==> src/rtl/gate_pkg.sv <==
// Shared types and sizing helpers for the parametrised parking-gate controller.
package gate_pkg;

  typedef enum logic [1:0] {
    IDLE      = 2'd0,
    WAIT_PIN  = 2'd1,
    GATE_OPEN = 2'd2,
    BLOCKED   = 2'd3
  } gate_state_t;

  localparam int unsigned DEFAULT_PIN_W        = 8;
  localparam logic [7:0]  DEFAULT_PIN          = 8'b00100110;
  localparam int unsigned DEFAULT_MAX_TRIES    = 3;
  localparam int unsigned DEFAULT_OPEN_TIMEOUT = 50;

  // Tries counter must hold 0..max_tries inclusive.
  function automatic int unsigned tries_w(input int unsigned max_tries);
    return $clog2(max_tries + 1);
  endfunction

  function automatic int unsigned timeout_w(input int unsigned open_timeout);
    return (open_timeout < 2) ? 1 : $clog2(open_timeout);
  endfunction

endpackage

==> src/rtl/gate_pin_checker.sv <==
// PIN comparison, saturating wrong-entry counter, lockout alarm and remaining-tries output.
module gate_pin_checker
  import gate_pkg::*;
#(
  parameter int unsigned          PIN_W     = DEFAULT_PIN_W,
  parameter logic [PIN_W-1:0]     PIN_VALUE = PIN_W'(DEFAULT_PIN),
  parameter int unsigned          MAX_TRIES = DEFAULT_MAX_TRIES
) (
  input  logic                          clk,
  input  logic                          reset,
  input  logic [PIN_W-1:0]              pass,
  input  logic                          pass_valid,
  input  logic                          clear,
  input  logic                          count,
  output logic                          match,
  output logic                          wrong,
  output logic                          wrong_alarm,
  output logic [tries_w(MAX_TRIES)-1:0] tries_left
);

  localparam int unsigned          TRIES_W   = tries_w(MAX_TRIES);
  localparam logic [TRIES_W-1:0]   TRIES_MAX = TRIES_W'(MAX_TRIES);

  logic [TRIES_W-1:0] tries_q, tries_d;
  logic               alarm_q, alarm_d;

  assign match = pass_valid && (pass == PIN_VALUE);
  assign wrong = pass_valid && (pass != PIN_VALUE);

  always_comb begin
    tries_d = tries_q;
    alarm_d = alarm_q;
    if (clear) begin
      tries_d = '0;
      alarm_d = 1'b0;
    end else if (count) begin
      tries_d = (tries_q == TRIES_MAX) ? TRIES_MAX : tries_q + 1'b1;
      if (tries_d == TRIES_MAX) begin
        alarm_d = 1'b1;
      end
    end
  end

  always_ff @(posedge clk or negedge reset) begin
    if (!reset) begin
      tries_q <= '0;
      alarm_q <= 1'b0;
    end else begin
      tries_q <= tries_d;
      alarm_q <= alarm_d;
    end
  end

  assign wrong_alarm = alarm_q;
  // Counter saturates at TRIES_MAX, so this subtraction cannot wrap.
  assign tries_left  = TRIES_MAX - tries_q;

endmodule

==> src/rtl/gate_ctrl_param.sv <==
// Parking-gate controller: entry FSM, open-gate timeout and tailgating detection around a PIN checker.
module gate_ctrl_param
  import gate_pkg::*;
#(
  parameter int unsigned      PIN_W        = DEFAULT_PIN_W,
  parameter logic [PIN_W-1:0] PIN_VALUE    = PIN_W'(DEFAULT_PIN),
  parameter int unsigned      MAX_TRIES    = DEFAULT_MAX_TRIES,
  parameter int unsigned      OPEN_TIMEOUT = DEFAULT_OPEN_TIMEOUT
) (
  input  logic                          clk,
  input  logic                          reset,
  input  logic                          sensorA,
  input  logic                          sensorB,
  input  logic [PIN_W-1:0]              pass,
  input  logic                          pass_valid,
  output logic                          gateState,
  output logic                          blockAlarm,
  output logic                          wrongPinAlarm,
  output logic [tries_w(MAX_TRIES)-1:0] tries_left
);

  localparam int unsigned      TO_W    = timeout_w(OPEN_TIMEOUT);
  localparam logic [TO_W-1:0]  TO_LAST = TO_W'(OPEN_TIMEOUT - 1);

  gate_state_t      state_q, state_d;
  logic             gate_q, gate_d;
  logic             block_q, block_d;
  logic [TO_W-1:0]  to_q, to_d;
  logic             pin_clear, pin_count;
  logic             match, wrong;

  gate_pin_checker #(
    .PIN_W     (PIN_W),
    .PIN_VALUE (PIN_VALUE),
    .MAX_TRIES (MAX_TRIES)
  ) u_pin (
    .clk         (clk),
    .reset       (reset),
    .pass        (pass),
    .pass_valid  (pass_valid),
    .clear       (pin_clear),
    .count       (pin_count),
    .match       (match),
    .wrong       (wrong),
    .wrong_alarm (wrongPinAlarm),
    .tries_left  (tries_left)
  );

  always_comb begin
    state_d   = state_q;
    gate_d    = gate_q;
    block_d   = block_q;
    to_d      = to_q;
    pin_clear = 1'b0;
    pin_count = 1'b0;
    case (state_q)
      IDLE: begin
        gate_d  = 1'b0;
        block_d = 1'b0;
        if (sensorA) begin
          state_d = WAIT_PIN;
        end
      end
      WAIT_PIN: begin
        if (match) begin
          state_d   = GATE_OPEN;
          gate_d    = 1'b1;
          to_d      = '0;
          pin_clear = 1'b1;
        end else if (wrong) begin
          pin_count = 1'b1;
        end else if (!sensorA) begin
          state_d = IDLE;
        end
      end
      GATE_OPEN: begin
        to_d = to_q + 1'b1;
        // Tailgating outranks a normal close; both outrank the timeout.
        if (sensorA && sensorB) begin
          state_d = BLOCKED;
          gate_d  = 1'b0;
          block_d = 1'b1;
        end else if (sensorB) begin
          state_d = IDLE;
          gate_d  = 1'b0;
        end else if (to_q == TO_LAST) begin
          state_d = IDLE;
          gate_d  = 1'b0;
        end
      end
      BLOCKED: begin
        gate_d = 1'b0;
        if (match) begin
          state_d = IDLE;
          block_d = 1'b0;
        end else if (wrong) begin
          pin_count = 1'b1;
        end
      end
      default: begin
        state_d   = IDLE;
        gate_d    = 1'b0;
        block_d   = 1'b0;
        to_d      = '0;
        pin_clear = 1'b1;
      end
    endcase
  end

  always_ff @(posedge clk or negedge reset) begin
    if (!reset) begin
      state_q <= IDLE;
      gate_q  <= 1'b0;
      block_q <= 1'b0;
      to_q    <= '0;
    end else begin
      state_q <= state_d;
      gate_q  <= gate_d;
      block_q <= block_d;
      to_q    <= to_d;
    end
  end

  assign gateState  = gate_q;
  assign blockAlarm = block_q;

endmodule

==> config.mk <==
export PLATFORM = sky130hd
export DESIGN_NAME = gate_ctrl_param
export DESIGN_NICKNAME = d
export VERILOG_FILES = /design/src/rtl/gate_pkg.sv /design/src/rtl/gate_pin_checker.sv /design/src/rtl/gate_ctrl_param.sv
export SDC_FILE = /design/constraint.sdc
export NUM_CORES = 1
export LEC_CHECK = 0
export ABC_CLOCK_PERIOD_IN_PS = 3300
export CAP_MARGIN = 20
export CELL_PAD_IN_SITES_DETAIL_PLACEMENT = 1
export CELL_PAD_IN_SITES_GLOBAL_PLACEMENT = 1
export CORE_UTILIZATION = 31
export DETAILED_ROUTE_END_ITERATION = 16
export DONT_BUFFER_PORTS = 1
export PLACE_DENSITY_LB_ADDON = 0.1
export SLEW_MARGIN = 20
export SYNTH_ARGS = -nofsm -noshare
export SYNTH_HDL_FRONTEND = slang
export SYNTH_SLANG_ARGS = --single-unit
==> constraint.sdc <==
create_clock -name clk -period 3.3 [get_ports clk]
set_clock_uncertainty 0.05 [all_clocks]
set_input_delay 0.66 -clock clk [delete_from_list [all_inputs] [get_ports clk]]
set_output_delay 0.66 -clock clk [all_outputs]
set_load 0.02 [all_outputs]
==> metrics list <==
- The first detailed-routing pass ran for 4 iterations.
- At the worst endpoint, the required time is 3420 ps.
* Maximum resistive drop on vdd: 0.206 mV
* Number of global-route vias before repair: 822
* Final total negative setup slack: 0 ps
* Synthesized instance count: 100
- The clock passes through at most 2 buffers.
- Max_slew headroom: 0.571
- First-pass GRT wire length: 3860 um
* Cell-internal power: 0.000307 W
* GRT Resource Usage Total: 0.160
- Max-cap violations in this run came to 0.
- The critical path is of the register to register type.
- Transition time at the pin with the least slew margin: 641 ps
- Of the total power, the clock network draws 0.219.
* Number of endpoints with negative hold slack in the final report: 0
* Total via count in the routed design: 753
- The number of antenna violations at the first check in global routing came to 0.
- The initial utilization of the core area, before any placement, comes to 0.331.
* Max Freq: 0.432 GHz
* Critical path endpoint category: register
- Setup repair after global routing left no endpoint under its margin.
- From left edge to right edge, the die measures 56.7 um.
- Seq/Total Area, Yosys: 0.350
- Of the post-synthesis cell area, the dominant cell type holds 0.350.
- Of all cell types, the one taking the most synthesized area is sky130_fd_sc_hd__dfrtp_1.
- Biggest fanout along the worst timing path: 12
- In this run the mean area of a mapped cell was 9.28 um^2.
- In the routed layout, each cell is associated on average with a via count of 5.62.
- The routed design has 2190 um of wire.
* Max-slew violation total from the final report: 0
- Measured along the y axis, the die boundary spans 56.7 um.
* Net switching fraction of the power: 0.385
* Post-CTS setup buffers: 0
- Net switching power: 0.000192 W
- The run finished with clean final reports.
- Hold Crit Class: input port to register
- The finished cells cover 996 um^2.
- Largest net degree at the start of global routing: 14
- Minimum clock period: 2310 ps
* Number of clock buffers inserted by TritonCTS: 3
- Yosys attributes the largest share of cell area to sky130_fd_sc_hd__dfrtp_1 (35%), sky130_fd_sc_hd__ha_1 (11%), sky130_fd_sc_hd__a21oi_1 (5.4%), sky130_fd_sc_hd__a221o_1 (3.2%), sky130_fd_sc_hd__mux2i_1 (3.2%).
- Fraction of power consumed by combinational cells: 0.357
- After the first detailed-routing iteration, the DRC count stood at 21.
- TritonCTS built the clock tree.
- In the final layout, the share of cells above drive strength 1 is 0.0971.
- The detail route stage leaves a number of antenna-violating nets equal to 0.
- Before CTS, the worst setup slack after placement is 959 ps.
- The Yosys step of the flow raised 0 warnings.
- Measured on the finished design, the core utilization comes to 0.355.
- Count of distinct cell types in the synthesized netlist: 29
- Number of setup violations in the final report: 0
- In this run the cell area of the synthesized design comes to 928 um^2.
* Clock Latency Late Sink: 290 ps
- Final global-route overflow total: 0
- Of the total power, registers draw 0.424.
- Detailed placer's ending HPWL: 1700 um
- Startpoint type of the worst setup path: register
- Root Buffer Master: sky130_fd_sc_hd__clkbuf_4
- The net count of the finished layout is 125.
* Worst hold margin: 403 ps
* I/O pin count: 18
- After detailed routing, the average wire length per cell comes to 16.4 um.
- Last weighted congestion value of the routability-driven placer: 0.758
- The analysis attributes to cell leakage a power of 0.447 nW.
* Ant diodes: 0
- The floorplan step defined a die boundary enclosing 3220 um^2.
- Slack of the critical path: 985 ps
- In the routed design, unresolved DRC markers number 0.
- CTS clock-pin slew for the worst setup and hold paths: 90 ps
- In this run the power density over the cells is 500 nW/um^2.
* Number of core rows: 19
* Post_cts resized: 0
* Syn Nets: 121
* I/O Buffers: 0
- Summing all placed instances gives a cell area of 960 um^2.
* Final worst path period share: 0.701
- After clock tree synthesis, the flow added hold-fix buffers numbering 1.
- Core box area: 2810 um^2
- Area overhead of the layout relative to synthesis: 7.28%
- Total of flip-flops plus latches after synthesis: 13
* Data arrival, critical path: 2440 ps
* Number of H-tree levels: 1
* Clock Sink Count: 13
==> metrics by stage <==
step | total power (W) | std cells
final | 0.000498 | 134
after global routing | 0.000541 | 134
after CTS | 0.000508 | 134
after detailed placement | 0.000390 | 129
after global placement | 0.000389 | 129
after floorplan | 0.000347 | 100
==> cells by family after synthesis <==
| logic type | after synthesis | synth area share |
|---|---|---|
| AND/OR/NAND/NOR | 32 | 0.206 |
| XOR/XNOR | 1 | 0.00944 |
| multiplexers | 6 | 0.0687 |
| adder cells (fa/ha/maj) | 8 | 0.108 |
| buffers and inverters | 10 | 0.0404 |
| flip-flops | 13 | 0.350 |
| AO/OA/AOI/OAI | 30 | 0.217 |
==> cell usage in the layout (no fill, tap or decap), types with 3 or more instances in the layout <==
cell type	instances
sky130_fd_sc_hd__a21o_1	4
sky130_fd_sc_hd__a21oi_1	10
sky130_fd_sc_hd__a221o_1	3
sky130_fd_sc_hd__a31oi_1	3
sky130_fd_sc_hd__clkbuf_4	3
sky130_fd_sc_hd__dfrtp_1	13
sky130_fd_sc_hd__ha_1	8
sky130_fd_sc_hd__inv_1	8
sky130_fd_sc_hd__mux2i_1	3
sky130_fd_sc_hd__nand2_1	6
sky130_fd_sc_hd__nand3_1	4
sky130_fd_sc_hd__nand4_1	3
sky130_fd_sc_hd__nor2_1	8
sky130_fd_sc_hd__nor3_1	3
sky130_fd_sc_hd__o21ai_0	4
==> layout make-up <==
cell class	count	area, um^2
Tap cell	31	38.8
Inverter	8	30.0
Sequential cell	13	325
Clock buffer	4	26.3
Fill cell	329	1810
Multi-Input combinational cell	77	566
Timing Repair Buffer	1	10.0
==> worst max-delay path: stages, from the launching register on <==
cell and delay (ps):
sky130_fd_sc_hd__dfrtp_1 400, sky130_fd_sc_hd__inv_1 110, sky130_fd_sc_hd__ha_1 330, sky130_fd_sc_hd__inv_1 340, sky130_fd_sc_hd__nor2_1 120, sky130_fd_sc_hd__a222oi_1 460, sky130_fd_sc_hd__mux2_1 390
==> power groups by stage <==
stage / clock [W] / sequential [W] / combinational [W]
after floorplan: 0 / 0.000209 / 0.000139
final: 0.000109 / 0.000211 / 0.000178
after global routing: 0.000121 / 0.000217 / 0.000203
after CTS: 0.000115 / 0.000212 / 0.000181
after detailed placement: 0 / 0.000215 / 0.000175
after global placement: 0 / 0.000215 / 0.000174
==> state kept, by name, summed over array words and instances, names as in the netlist <==
register / count
blockAlarm: 1
gateState: 1
state_q: 2
to_q: 6
u_pin.wrong_alarm: 1
u_pin.tries_q: 2
==> worst paths after layout <==
path,start,cells after the start,endpoint,slack (ps)
setup / recovery,state_q[0],6,state_q[1],990
hold / removal,pass_valid,1,u_pin.tries_q[0],400
setup reg to reg,state_q[0],6,state_q[1],990
hold reg to reg,u_pin.tries_q[1],2,u_pin.tries_q[1],530
max in group asynchronous,reset,1,blockAlarm,2010
min in group asynchronous,reset,1,u_pin.tries_q[0],770
==> routing by layer <==
metal | track usage | share of wire | routed length, um | vias up
met1 | 0.204 | 0.47 | 1030 | 365
met3 | 0.0300 | 0.028 | 62 | 5
li1 | - | - | - | 374
met2 | 0.255 | 0.48 | 1050 | 9
met5 | 0 | 0 | 0 | -
met4 | 0.0857 | 0.023 | 51 | 0
==> Yosys cell counts <==
cell / n
sky130_fd_sc_hd__dfrtp_1: 13
sky130_fd_sc_hd__a21oi_1: 10
sky130_fd_sc_hd__ha_1: 8
sky130_fd_sc_hd__inv_1: 8
sky130_fd_sc_hd__nor2_1: 8
sky130_fd_sc_hd__nand2_1: 6
sky130_fd_sc_hd__a21o_1: 4
sky130_fd_sc_hd__nand3_1: 4
sky130_fd_sc_hd__o21ai_0: 4
sky130_fd_sc_hd__a221o_1: 3
sky130_fd_sc_hd__a31oi_1: 3
sky130_fd_sc_hd__mux2i_1: 3
sky130_fd_sc_hd__nand4_1: 3
sky130_fd_sc_hd__nor3_1: 3
sky130_fd_sc_hd__clkbuf_1: 2
sky130_fd_sc_hd__mux2_2: 2
sky130_fd_sc_hd__nand2b_1: 2
sky130_fd_sc_hd__o21a_1: 2
sky130_fd_sc_hd__o221ai_1: 2
sky130_fd_sc_hd__a211o_2: 1
sky130_fd_sc_hd__a222oi_1: 1
sky130_fd_sc_hd__and2_1: 1
sky130_fd_sc_hd__and4bb_2: 1
sky130_fd_sc_hd__mux2_1: 1
sky130_fd_sc_hd__nand3_4: 1
sky130_fd_sc_hd__nor4b_4: 1
sky130_fd_sc_hd__or2_2: 1
sky130_fd_sc_hd__or3_1: 1
sky130_fd_sc_hd__xor2_1: 1
No activity file was read; power rests on OpenSTA's default activity.
